--- config.mk ---
export PLATFORM = sky130hd
export DESIGN_NAME = proc_param
export DESIGN_NICKNAME = d
export VERILOG_FILES = /design/src/rtl/proc_param.sv
export SDC_FILE = /design/constraint.sdc
export NUM_CORES = 1
export LEC_CHECK = 0
export ABC_AREA = 1
export CAP_MARGIN = 20
export CORE_UTILIZATION = 64
export CTS_CLUSTER_SIZE = 8
export DETAILED_ROUTE_END_ITERATION = 12
export DONT_BUFFER_PORTS = 1
export PLACE_DENSITY = 0.8
export SLEW_MARGIN = 20
export SYNTH_ARGS = -nofsm -noshare
export SYNTH_HDL_FRONTEND = slang
export SYNTH_SLANG_ARGS = --single-unit
--- constraint.sdc ---
create_clock -name Clock -period 6.4 [get_ports Clock]
set_input_delay 0.64 -clock Clock [delete_from_list [all_inputs] [get_ports Clock]]
set_output_delay 0.64 -clock Clock [all_outputs]
set_load 0.02 [all_outputs]
--- src/rtl/proc_param.sv ---
// proc_param: parametrised multicycle bus processor (R0-R7, A, G, Z on one N-bit bus).
// One instruction per Run request, stepped T0..T3 by a small control FSM.
// Optional build macro: PROC_PARAM_XOR_EN makes opcode 110 an xor; otherwise 110 is a nop.
module proc_param #(
  parameter int N = 16
) (
  input  logic         Clock,
  input  logic         Resetn,
  input  logic [N-1:0] DIN,
  input  logic         Run,
  output logic         Done,
  output logic [N-1:0] BusWires,
  output logic         Z
);

  // state | meaning
  // T0    | idle / fetch: latch IR when Run is high
  // T1    | first execute step (single-step ops finish here)
  // T2    | ALU ops: operand Ry onto bus, load G
  // T3    | ALU ops: G onto bus, write Rx
  typedef enum logic [1:0] {T0, T1, T2, T3} step_t;

  localparam logic [2:0] OP_MV   = 3'd0;
  localparam logic [2:0] OP_MVI  = 3'd1;
  localparam logic [2:0] OP_ADD  = 3'd2;
  localparam logic [2:0] OP_SUB  = 3'd3;
  localparam logic [2:0] OP_MVNZ = 3'd4;
  localparam logic [2:0] OP_AND  = 3'd5;
  localparam logic [2:0] OP_XOR  = 3'd6;

  step_t        step_q;
  logic [8:0]   ir_q;
  logic [N-1:0] r_q [8];
  logic [N-1:0] a_q;
  logic [N-1:0] g_q;
  logic [N-1:0] alu_d;
  logic         z_q;

  logic         ir_in, a_in, g_in, g_out, din_out, done_d, is_alu;
  logic [7:0]   r_out, r_in;
  logic [2:0]   op, rx, ry;

  assign op = ir_q[8:6];
  assign rx = ir_q[5:3];
  assign ry = ir_q[2:0];

  // Which opcodes take the three-step A/G path.
  always_comb begin
    is_alu = (op == OP_ADD) || (op == OP_SUB) || (op == OP_AND);
`ifdef PROC_PARAM_XOR_EN
    if (op == OP_XOR) is_alu = 1'b1;
`endif
  end

  // Control decode: bus drivers and write enables for the current step.
  always_comb begin
    ir_in   = 1'b0;
    a_in    = 1'b0;
    g_in    = 1'b0;
    g_out   = 1'b0;
    din_out = 1'b0;
    done_d  = 1'b0;
    r_out   = '0;
    r_in    = '0;
    unique case (step_q)
      T0: ir_in = Run;
      T1: begin
        if (is_alu) begin
          r_out[rx] = 1'b1;
          a_in      = 1'b1;
        end else begin
          done_d = 1'b1;
          case (op)
            OP_MV: begin
              r_out[ry] = 1'b1;
              r_in[rx]  = 1'b1;
            end
            OP_MVI: begin
              din_out  = 1'b1;
              r_in[rx] = 1'b1;
            end
            OP_MVNZ: begin
              if (!z_q) begin
                r_out[ry] = 1'b1;
                r_in[rx]  = 1'b1;
              end
            end
            default: ;
          endcase
        end
      end
      T2: begin
        r_out[ry] = 1'b1;
        g_in      = 1'b1;
      end
      T3: begin
        g_out    = 1'b1;
        r_in[rx] = 1'b1;
        done_d   = 1'b1;
      end
      default: ;
    endcase
  end

  // Bus multiplexer; at most one source is enabled, none leaves the bus at zero.
  always_comb begin
    BusWires = '0;
    if (din_out) begin
      BusWires = DIN;
    end else if (g_out) begin
      BusWires = g_q;
    end else begin
      for (int i = 0; i < 8; i++) begin
        if (r_out[i]) BusWires = r_q[i];
      end
    end
  end

  // ALU: A combined with the bus, modulo 2^N.
  always_comb begin
    case (op)
      OP_SUB:  alu_d = a_q - BusWires;
      OP_AND:  alu_d = a_q & BusWires;
`ifdef PROC_PARAM_XOR_EN
      OP_XOR:  alu_d = a_q ^ BusWires;
`endif
      default: alu_d = a_q + BusWires;
    endcase
  end

  // Step sequencer: single-step ops return to T0 from T1, ALU ops run to T3.
  always_ff @(posedge Clock or negedge Resetn) begin
    if (!Resetn) begin
      step_q <= T0;
    end else begin
      unique case (step_q)
        T0: if (Run) step_q <= T1;
        T1: step_q <= done_d ? T0 : T2;
        T2: step_q <= T3;
        T3: step_q <= T0;
        default: step_q <= T0;
      endcase
    end
  end

  // Datapath registers: IR, R0-R7, A, G and the zero flag that tracks G.
  always_ff @(posedge Clock or negedge Resetn) begin
    if (!Resetn) begin
      ir_q <= '0;
      a_q  <= '0;
      g_q  <= '0;
      z_q  <= 1'b1;
      for (int i = 0; i < 8; i++) r_q[i] <= '0;
    end else begin
      if (ir_in) ir_q <= DIN[8:0];
      for (int i = 0; i < 8; i++) begin
        if (r_in[i]) r_q[i] <= BusWires;
      end
      if (a_in) a_q <= BusWires;
      if (g_in) begin
        g_q <= alu_d;
        z_q <= (alu_d == '0);
      end
    end
  end

  assign Done = done_d;
  assign Z    = z_q;

endmodule

# --- Yosys cells after proc, flatten, opt, wreduce, memory -nomap -nowiden ---
# Cells that the tools add are included.
totals:
  reg_bits: 172
  input_bits: 19
  output_inout_bits: 18
  elab_cells: 73
op_classes:
  n_addsub: 2
  order_cmp: 4
  n_eq_ne: 9
  mux: 36
  n_bitwise: 1
  n_reduce_logical: 8
ops:
  columns: ["operator", "count"]
  rows:
  - ["two-way mux 16 bit", 10]
  - ["case mux 8 bit (2 select lines)", 4]
  - ["two-way mux 8 bit", 4]
  - ["case mux 16 bit (2 select lines)", 1]
  - ["adder 16 bit", 1]
  - ["AND 16 bit", 1]
  - ["zero test 16 bit", 1]
  - ["subtractor 16 bit", 1]
  - ["two-way mux 1 bit", 11]
  - ["less-than comparator 3 x 4 -> 1 bit (second input constant)", 2]
  - ["case mux 2 bit (4 select lines)", 1]
  - ["demux 1 bit (select 3 bit)", 2]
  - ["equality test 3 x 2 -> 1 bit (second input constant)", 2]
  - ["equality test 3 bit (second input constant)", 2]
  - ["greater-or-equal comparator 3 x 1 -> 1 bit (second input constant)", 2]
  - ["equality test 2 bit (second input constant)", 2]
  - ["two-way mux 2 bit", 2]
  - ["equality test 3 x 1 -> 1 bit (second input constant)", 1]
  - ["zero test 3 bit", 1]
  - ["equality test 2 x 1 -> 1 bit (second input constant)", 1]
  - ["logical AND 1 bit", 2]
  - ["zero test 2 bit", 1]
  - ["logical OR 1 bit", 2]
  - ["!= test 2 bit (second input constant)", 1]
  - ["2 further kinds", 2]

# --- Depth between registers and ports, before layout ---
# Gate-level depths: netlist of the first run.
depth:
  depth_word: 21
  mapped_depth: 47
  depth_no_buf: 45

# --- Worst setup path after synthesis of the first run ---
# Ideal clock, no wire load.
synth_timing:
  kind: "register to register"
  from: "reg step_q[0]"
  to: "reg g_q[15]"
  setup_time_ns: 0.066
  arrival_time_ns: 5.059
  required_time_ns: 6.334
  slack_ns: 1.275
  path_stages_with_launch: 45
  synth_period_minus_slack_ns: 5.125
  path_cell_list: "dfrtp_1 -> inv_1 -> ha_1 -> clkbuf_2 -> inv_2 -> nand2_1 -> nand4_1 -> o21ai_1 -> nand2_2 -> buf_6 -> o21ai_1 -> inv_1 -> nand2_1 -> nand2_1 -> nand3_1 -> nand3_1 -> nand2_1 -> nand2_1 -> (+9 left out) -> o21ai_0 -> inv_1 -> o21ai_0 -> a31oi_1 -> o21ai_0 -> nand2_1 -> nand2_1 -> nand2_1 -> nand2_1 -> a21oi_1 -> nand3b_1 -> nand2_1 -> inv_1 -> nand3_1 -> nand3_1 -> nand2_1 -> nand2_1 -> nand2_1"
synth_between:
  elab_chain_cells: 14
  word_cells_on_any_way: 21
synth_rtl:
  columns: ["item", "line_no", "rtl"]
  rows:
  - ["start: declaration", "31", "step_t step_q;"]
  - ["start signal: assignment", "138", "T1: step_q <= done_d ? T0 : T2;"]
  - ["equality test 2 bit / equality test 2 x 1 -> 1 bit (equally long branches)", "65", "unique case (step_q)"]
  - ["case mux 8 bit (2 select lines)", "65", null]
  - ["two-way mux 16 bit (8 in a row)", "114", "if (r_out[i]) BusWires = r_q[i];"]
  - ["two-way mux 16 bit", "110", "end else if (g_out) begin"]
  - ["two-way mux 16 bit", "108", "if (din_out) begin"]
  - ["adder 16 bit, or another cell as far along", "127", "default: alu_d = a_q + BusWires;"]
  - ["case mux 16 bit (2 select lines)", "121", "case (op)"]
  - ["end signal: assignment", "161", "g_q <= alu_d;"]
  - ["end: declaration", "35", "logic [N-1:0] g_q;"]
# Parallel ways exist; a longest one is shown, timed or not.
# A chain may end at the register's enable or synchronous reset.

# --- Worst setup path in the final report of the first run ---
layout_timing:
  from: "reg z_q, in the netlist Z"
  to: "reg z_q, in the netlist Z"
layout_between:
  elab_chain_cells: 17
  word_cells_on_any_way: 19
layout_rtl:
  columns: ["item", "line_no", "rtl"]
  rows:
  - ["start: declaration", "37", "logic z_q;"]
  - ["start signal: assignment", "162", "z_q <= (alu_d == '0);"]
  - ["two-way mux 8 bit *", "83", "if (!z_q) begin"]
  - ["case mux 8 bit (2 select lines) *", "73", "case (op)"]
  - ["two-way mux 8 bit *", "68", "if (is_alu) begin"]
  - ["case mux 8 bit (2 select lines) *", "65", null]
  - ["two-way mux 16 bit (7 in a row)", "114", null]
  - ["two-way mux 16 bit *", "114", null]
  - ["two-way mux 16 bit *", "110", null]
  - ["two-way mux 16 bit *", "108", null]
  - ["adder 16 bit, or another cell as far along", "127", null]
  - ["case mux 16 bit (2 select lines) *", "121", null]
  - ["zero test 16 bit *", "162", null]
# Mark *: on every way between the ends. The rest lies on a longest branch, timed or not.

==> impl_metrics.csv, run 1 <==
group,metric,value,unit
status,status,"finished, final reports clean",
timing,grt_setup_unrepaired,"no",
cells_and_area,drive_gt1_frac,0.06995,
critical_path,arrival,6140,ps
critical_path,crit_path_max_fanout,17,
die,pin_count,37,
critical_path,max_stage_delay,640,ps
synth,ys_seq_area_frac,0.4320,
critical_path,crit_start,"Z",
critical_path,criticalPathCategory,"reg2reg",
detailed_routing,wirelength,27540,microns
placement,dpl.cell_count,1557,
synth,synth_top_area_frac,0.4294,
synth,synthTopCellsByArea,"dfrtp_1 43%, nand2_1 18%, o21ai_0 10%, inv_1 6.6%, nand3_1 3.7%",
critical_path,crit_top_cell,"nand2_1",
synth,synth_fp_nets,1451,
synth,synth_common_cells,"467 x nand2_1, 207 x o21ai_0, 175 x inv_1",
synth,synth_ff_type,"dfrtp_1",
critical_path,reg2reg_slack,640,ps
synth,synth_cell_types,49,
cells_and_area,stdcell_count,1589,
synth,yosysMostFrequentCell,"nand2_1",
global_routing,grt_overflow_total,0,
detailed_routing,vias,9125,
global_routing,grt_pass1_vias,8385,
placement,postPlaceCellArea,10100,sq um
synth,ys_warn_count,0,
detailed_routing,ant_nets,0,
global_routing,grt_first_pass_wirelength,43410,microns
timing,maxSlewHeadroom,0.3201,
die,die_area,16070,sq um
die,die_y,126.8,microns
cells_and_area,final_area,10690,sq um
critical_path,required,6780,ps
synth,async_flop_share,1.000,
cts,clockBufferDepth,2,
detailed_routing,wl_per_cell,17.33,microns
timing,period_needed,5764,ps
global_routing,antenna_found_initial,0,
timing,finClkSkew,7.838,ps
global_routing,grt_max_degree,172,
min_path,min_path_type,"in2async",
critical_path,slowest_stage,"dfstp_2",
cts,insertion_delay,430,ps
critical_path,critical_path_buf_inv_count,5,
timing,finalSetupViolCount,0,
detailed_routing,first_iter_violations,1012,
cells_and_area,area_delta_synth_final,7.295,%
critical_path,cp-end-kind,"flop",
synth,synth_area,9966,sq um
cts,root_buffer,"clkbuf_16",
critical_path,crit_end,"Z",
cts,cts_buffers,17,
die,start_util,0.6556,
placement,hpwl,19010,microns
cts,clk_pin_slew,70,ps
die,core,15200,sq um
cts,cts_tree,"built",
synth,synth_edf_count,0,
detailed_routing,viasPerCell,5.743,
critical_path,worstRegToRegCells,39,
synth,yosys.area.top_type,"dfrtp_1",
cells_and_area,nets,1431,
critical_path,start_kind,"flop",
cells_and_area,diodes,0,
synth,postSynthCellCount,1409,
timing,worst_pin_slew,1017,ps
critical_path,regToRegEndpoint,"Z",
placement,gp_congestion,1.031,
timing,post-route-period-util,0.9006,
detailed_routing,drt_first_pass_iters,6,
timing,slew_violations,0,
detailed_routing,route.detailed.drc,0,
critical_path,critPathTopFamily,"simple AND/OR/NAND/NOR gates",
die,die_w,126.8,microns
global_routing,grt_use_total,0.3563,
die,row_count,45,
timing,tns,0,ps
timing,finalHoldWorstSlack,45.46,ps
synth,avgSynthCellArea,7.073,sq um
timing,fmax,0.1735,GHz
critical_path,cp.depth,39,
cts,cts_num_sinks,172,
timing,hold_viol,0,
run,cap_violations,0,
placement,io_buffers,0,
critical_path,r2r_start,"Z",
synth,ys_ff_latch,172,
cts,h-tree-depth,4,
-- per-stage QoR --
stage	util	worst slack [ps]
finish	0.7034	636.0
CTS	0.7030	638.0
detailed placement	0.6642	691.3
global placement	0.6642	855.5
floorplan	-	1275
global route	0.7034	63.51
-- placed cells by master, fill, tap and decap left out, types with 9 or more instances in the layout --
cell and n:
nand2_1 467, o21ai_0 205, inv_1 175, dfrtp_1 171
nor2_1 85, nand3_1 74, a21oi_1 34, buf_4 28
ha_1 22, clkbuf_16 17, xor2_1 13, nand2_2 12
o21ai_1 9
-- registers in the layout, indices dropped and copies added (netlist names), named ones only --
signal	cells
step_q	1
a_q	16
Z	1
g_q	16
r_q	128
ir_q	9
-- logic make-up after synthesis --
family,Yosys count,share of synthesized area
and+or+nand+nor,674,0.2771
AOI/OAI and AO/OA,275,0.1463
buffers and inverters,248,0.1001
DFF,172,0.4320
adders and majority gates,23,0.02963
xor gates and xnor gates,17,0.01494
-- worst min path at each step --
stage / from / endpoint / slack [ps]
2_1_floorplan: Resetn / asynchronous set/reset pin / 340
3_3_place_gp: Resetn / r_q[60] / 350
3_5_place_dp: Resetn / r_q[60] / 350
4_1_cts: Resetn / Z / 40
5_1_grt: Resetn / Z / 30
6_report: Resetn / Z / 50
-- final cells by class --
cell class | count | area (sq um)
Clock inverter | 9 | 88.84
Clock buffer | 22 | 474.2
Tap cell | 188 | 235.2
Fill cell | 1284 | 4509
Inverter | 180 | 678.2
Multi-Input combinational cell | 989 | 4673
Sequential cell | 172 | 4305
Timing Repair Buffer | 29 | 237.7
-- timing repair --
item	4_1_cts	5_1_grt
hold buffers	1	0
setup buffers	0	0
setup endpoints to repair	0	2
resized for setup	0	3
endpoints found under the hold margin	171	0
-- worst register-to-register path: cells and delay by family (launching register included) --
family	cells	cell delay [ps]
xor+xnor	2	340
buf+inv	5	750
fa+ha+maj	1	290
flops	1	640
compound gates	9	1450
simple gates	22	2220
-- per-layer routing --
metal / routed length (microns) / up-vias / track usage
met2: 12480 / 385 / 0.5567
met5: 0 / - / 0
met4: 773 / 0 / 0.1352
li1: - / 4406 / -
met3: 2435 / 67 / 0.06959
met1: 11850 / 4267 / 0.4947
Power of run 1 is left out: the tool's default activity adds up to more than one toggle a clock period on the data nets, which glitch-free logic cannot reach.
==> inputs of run 2 (changes only) <==
- CORE_UTILIZATION: 64 -> 60
- PLACE_DENSITY: 0.8 -> 0.76
==> run 2 against run 1 <==
Register-to-register slack got worse by 50 ps. First-iteration DRC count decreased by 5.4%. Fmax is 0.86% lower. Via count decreased by 1.6%. Global-route usage is 2.1 points lower. Largest cell class unchanged. Critical endpoint unchanged.
==> impl_metrics.csv, run 2 (synthesis gave the netlist of run 1 again) <==
group,metric,value,unit
cells_and_area,drive_gt1_frac,0.07133,
critical_path,critical_path_buf_inv_count,6,
timing,finalSetupViolCount,0,
status,status,"finished, final reports clean",
min_path,min_path_type,"in2async",
die,row_count,46,
critical_path,arrival,6190,ps
critical_path,crit_path_max_fanout,16,
global_routing,grt_max_degree,172,
cells_and_area,top_register,"r_q",
detailed_routing,wirelength,27380,microns
die,core,16060,sq um
critical_path,required,6770,ps
timing,post-route-period-util,0.9084,
cts,h-tree-depth,4,
critical_path,worstRegToRegCells,42,
critical_path,critPathTopFamily,"simple AND/OR/NAND/NOR gates",
timing,fmax,0.1720,GHz
timing,finClkSkew,13.57,ps
detailed_routing,wl_per_cell,16.92,microns
cells_and_area,diodes,0,
die,start_util,0.6206,
critical_path,start_kind,"flop",
cells_and_area,most-common-layout-cells,"467 x nand2_1, 205 x o21ai_0, 175 x inv_1",
global_routing,grt_overflow_total,0,
timing,maxSlewHeadroom,0.3472,
cts,clk_pin_slew,70,ps
critical_path,cp-end-kind,"flop",
die,die_y,130.9,microns
critical_path,crit_top_cell,"nand2_1",
cells_and_area,nets,1431,
global_routing,grt_use_total,0.3357,
timing,slew_violations,0,
critical_path,slowest_stage,"dfrtp_1",
cells_and_area,area_delta_synth_final,7.457,%
placement,hpwl,19230,microns
global_routing,antenna_found_initial,1,
critical_path,criticalPathCategory,"reg2reg",
timing,grt_setup_unrepaired,"no",
cts,clockBufferDepth,2,
detailed_routing,first_iter_violations,957,
placement,gp_congestion,0.9361,
timing,period_needed,5814,ps
global_routing,grt_first_pass_wirelength,42860,microns
placement,io_buffers,0,
run,cap_violations,0,
cts,cts_num_sinks,172,
timing,worst_pin_slew,979.1,ps
cts,root_buffer,"clkbuf_16",
detailed_routing,route.detailed.drc,0,
cts,cts_setup_buffers,0,
detailed_routing,drt_first_pass_iters,5,
cells_and_area,fill_cells,1395,
die,die_area,17130,sq um
cells_and_area,top_regs,"r_q: 128 flops, a_q: 16 flops, g_q: 16 flops",
cts,insertion_delay,440,ps
detailed_routing,vias,8980,
timing,hold_viol,0,
cells_and_area,largest_reg_flops,128,
global_routing,grt_pass1_vias,8139,
die,pin_count,37,
detailed_routing,viasPerCell,5.550,
detailed_routing,ant_nets,0,
cells_and_area,mostFrequentLayoutCell,"nand2_1",
critical_path,max_stage_delay,400,ps
cts,cts_tree,"built",
critical_path,cp.depth,42,
cts,cts_buffers,17,
die,die_w,130.9,microns
timing,tns,0,ps
==> run 2: cell count changes in the layout (fill, tap and decap cells not counted), sizes merged <==
cell    change
bufinv      -1
clkbuf      -3
clkinv      +1
inv         +4
==> run 2: layout make-up <==
cell class | count | area, sq um | area share
Clock buffer | 19 | 432.9 | 0.04043
Clock inverter | 13 | 108.9 | 0.01016
Inverter | 180 | 678.2 | 0.06333
Multi-Input combinational cell | 989 | 4676 | 0.4366
Sequential cell | 172 | 4305 | 0.4020
Tap cell | 216 | 270.3 | 0.02524
Timing Repair Buffer | 29 | 237.7 | 0.02220
==> run 2: worst reg2reg max path: cells and delay by family, from the launching register on <==
| kind | cells | cell delay, ps |
|---|---|---|
| xor+xnor | 2 | 320 |
| simple gates | 26 | 2580 |
| flops | 1 | 400 |
| compound gates | 6 | 1080 |
| fa+ha+maj | 2 | 540 |
| buf+inv | 6 | 840 |
==> run 2: through the flow <==
stage          std cells  hold slack (ps)  setup slack (ps)  area, sq um  utilization
3_3_place_gp        1584            350.3             615.2        10120       0.6305
2_1_floorplan       1409            344.4              1275         9966            -
5_1_grt             1618            34.50             54.24        10710       0.6669
4_1_cts             1617            39.44             567.7        10690       0.6660
6_report            1618            50.38             586.2        10710       0.6669
3_5_place_dp        1584            350.0             596.7        10120       0.6305
==> run 2: timing repair <==
item	in CTS	in global routing
hold endpoints to repair	171	0
setup endpoints to repair	0	2
gates resized for setup	0	5
hold buffers	1	0
==> run 2: path summary, 6_finish.rpt <==
path | to | start | slack (ps)
setup reg to reg | Z | flop | 590
min in group Clock | ir_q[2] | DIN[2] | 390
max in group asynchronous | a_q[13] | Resetn | 5450
setup / recovery | Z | flop | 590
hold reg to reg | r_q[37] | r_q[37] | 480
hold / removal | Z | Resetn | 50
==> run 2: routing by layer <==
metal,part of all wire,track usage,vias up
li1,-,-,4399
met1,0.44,0.4669,4148
met2,0.45,0.5210,386
met3,0.086,0.07614,45
met4,0.022,0.1082,2
met5,0.00047,0,-
Power of run 2 is left out for the same reason.
==> inputs of run 3 (changes only) <==
- CTS_BUF_LIST: default -> sky130_fd_sc_hd__clkbuf_8
==> run 3 against run 2 <==
Sequential share of layout area is 0.69 points higher. Final cell count hardly changed. Worst hold slack better by 63 ps. Wire length shrank 1.6%. Highest routed layer unchanged.
==> impl_metrics.csv, run 3 (synthesis gave the netlist of run 1 again) <==
group,metric,value,unit
timing,finClkSkew,13.95,ps
timing,tns,0,ps
detailed_routing,first_iter_violations,976,
cells_and_area,top_register,"r_q",
cells_and_area,mostFrequentLayoutCell,"nand2_1",
detailed_routing,viasPerCell,5.548,
detailed_routing,drt_first_pass_iters,7,
cts,cts_tree,"built",
critical_path,crit_path_max_fanout,16,
cells_and_area,diodes,0,
cts,root_buffer,"clkbuf_8",
cells_and_area,multiInputGateArea,4676,sq um
timing,grt_setup_unrepaired,"no",
cells_and_area,nets,1432,
placement,hpwl,19230,microns
cts,clk_pin_slew,90,ps
die,die_y,130.9,microns
timing,period_needed,5887,ps
placement,io_buffers,0,
cells_and_area,seqCellArea,4305,sq um
cells_and_area,area_delta_synth_final,5.637,%
status,status,"finished, final reports clean",
cells_and_area,largest_reg_flops,128,
die,pin_count,37,
timing,fmax,0.1699,GHz
die,die_w,130.9,microns
cells_and_area,most-common-layout-cells,"467 x nand2_1, 205 x o21ai_0, 177 x inv_1",
die,core,16060,sq um
timing,worst_pin_slew,970.9,ps
detailed_routing,wl_per_cell,16.64,microns
placement,gp_congestion,0.9361,
detailed_routing,route.detailed.drc,0,
die,start_util,0.6206,
critical_path,arrival,6310,ps
global_routing,grt_first_pass_wirelength,42210,microns
critical_path,crit_top_cell,"nand2_1",
detailed_routing,ant_nets,0,
critical_path,required,6820,ps
critical_path,max_stage_delay,420,ps
timing,setup_ws,512.8,ps
global_routing,grt_use_total,0.3306,
global_routing,grt_overflow_total,0,
cts,cts_num_sinks,172,
cells_and_area,fill_cells,1424,
cts,clockBufferDepth,2,
timing,hold_viol,0,
die,die_area,17130,sq um
cts,insertion_delay,480,ps
placement,dpl.cell_count,1584,
cells_and_area,final_area,10530,sq um
global_routing,grt_max_degree,172,
critical_path,start_kind,"flop",
die,row_count,46,
placement,postPlaceCellArea,10120,sq um
cells_and_area,drive_gt1_frac,0.07128,
critical_path,cp-end-kind,"flop",
critical_path,slowest_stage,"a21boi_0",
critical_path,criticalPathCategory,"reg2reg",
timing,slew_violations,0,
global_routing,grt_pass1_vias,8009,
min_path,min_path_type,"in2async",
timing,post-route-period-util,0.9199,
timing,finalSetupViolCount,0,
global_routing,antenna_found_initial,1,
run,cap_violations,0,
detailed_routing,wirelength,26940,microns
cells_and_area,stdcell_count,1619,
placement,place_ws,596.7,ps
timing,maxSlewHeadroom,0.3512,
detailed_routing,vias,8982,
cts,h-tree-depth,4,
cells_and_area,top_regs,"r_q: 128 flops, a_q: 16 flops, g_q: 16 flops",
cts,cts_buffers,17,
## run 3: critical path: cells and delay by family (launching register included)
family	cells	cell delay, ps
AO/OA/AOI/OAI	5	1140
flip-flops	1	410
adder cells (fa/ha/maj)	2	540
XOR/XNOR	1	160
AND/OR/NAND/NOR	27	2750
buffers and inverters	6	830
## run 3: path summary, 6_finish.rpt
path | from | to | slack [ps] | cells after the start
min in group Clock | DIN[2] | ir_q[2] | 350 | 2
max reg2reg | flop | Z | 510 | 41
min | Resetn | ir_q[7] | 110 | 1
min reg2reg | r_q[37] | r_q[37] | 490 | 2
max | flop | Z | 510 | 41
max in group asynchronous | Resetn | ir_q[4] | 5490 | 1
## run 3: cell type report
cell class | instances | share of cell area
multi-input combinational | 989 | 0.4441
sequential | 172 | 0.4090
inverter | 180 | 0.06442
tap | 216 | 0.02567
timing repair buffer | 30 | 0.02353
clock buffer | 17 | 0.02222
clock inverter | 15 | 0.01105
## run 3: repair_timing
| action | 4_1_cts | 5_1_grt |
|---|---|---|
| hold buffers | 2 | 0 |
| endpoints found under the hold margin | 171 | 0 |
| gates resized for setup | 0 | 4 |
| setup endpoints to repair | 0 | 2 |
| buffers inserted | 0 | 0 |
## run 3: metal layers
| layer | GRT usage | up-vias | share of wire |
|---|---|---|---|
| li1 | - | 4401 | - |
| met1 | 0.4714 | 4164 | 0.45 |
| met2 | 0.5026 | 367 | 0.44 |
| met3 | 0.06922 | 48 | 0.084 |
| met4 | 0.1095 | 2 | 0.022 |
| met5 | 0 | - | 0.00048 |
## run 3: through the flow
stage | util | hold WS (ps)
floorplan | - | 344.4
global placement | 0.6305 | 350.3
detailed placement | 0.6305 | 350.0
CTS | 0.6547 | 254.0
global route | 0.6556 | 272.2
finish | 0.6556 | 113.5
Power of run 3 is left out for the same reason.
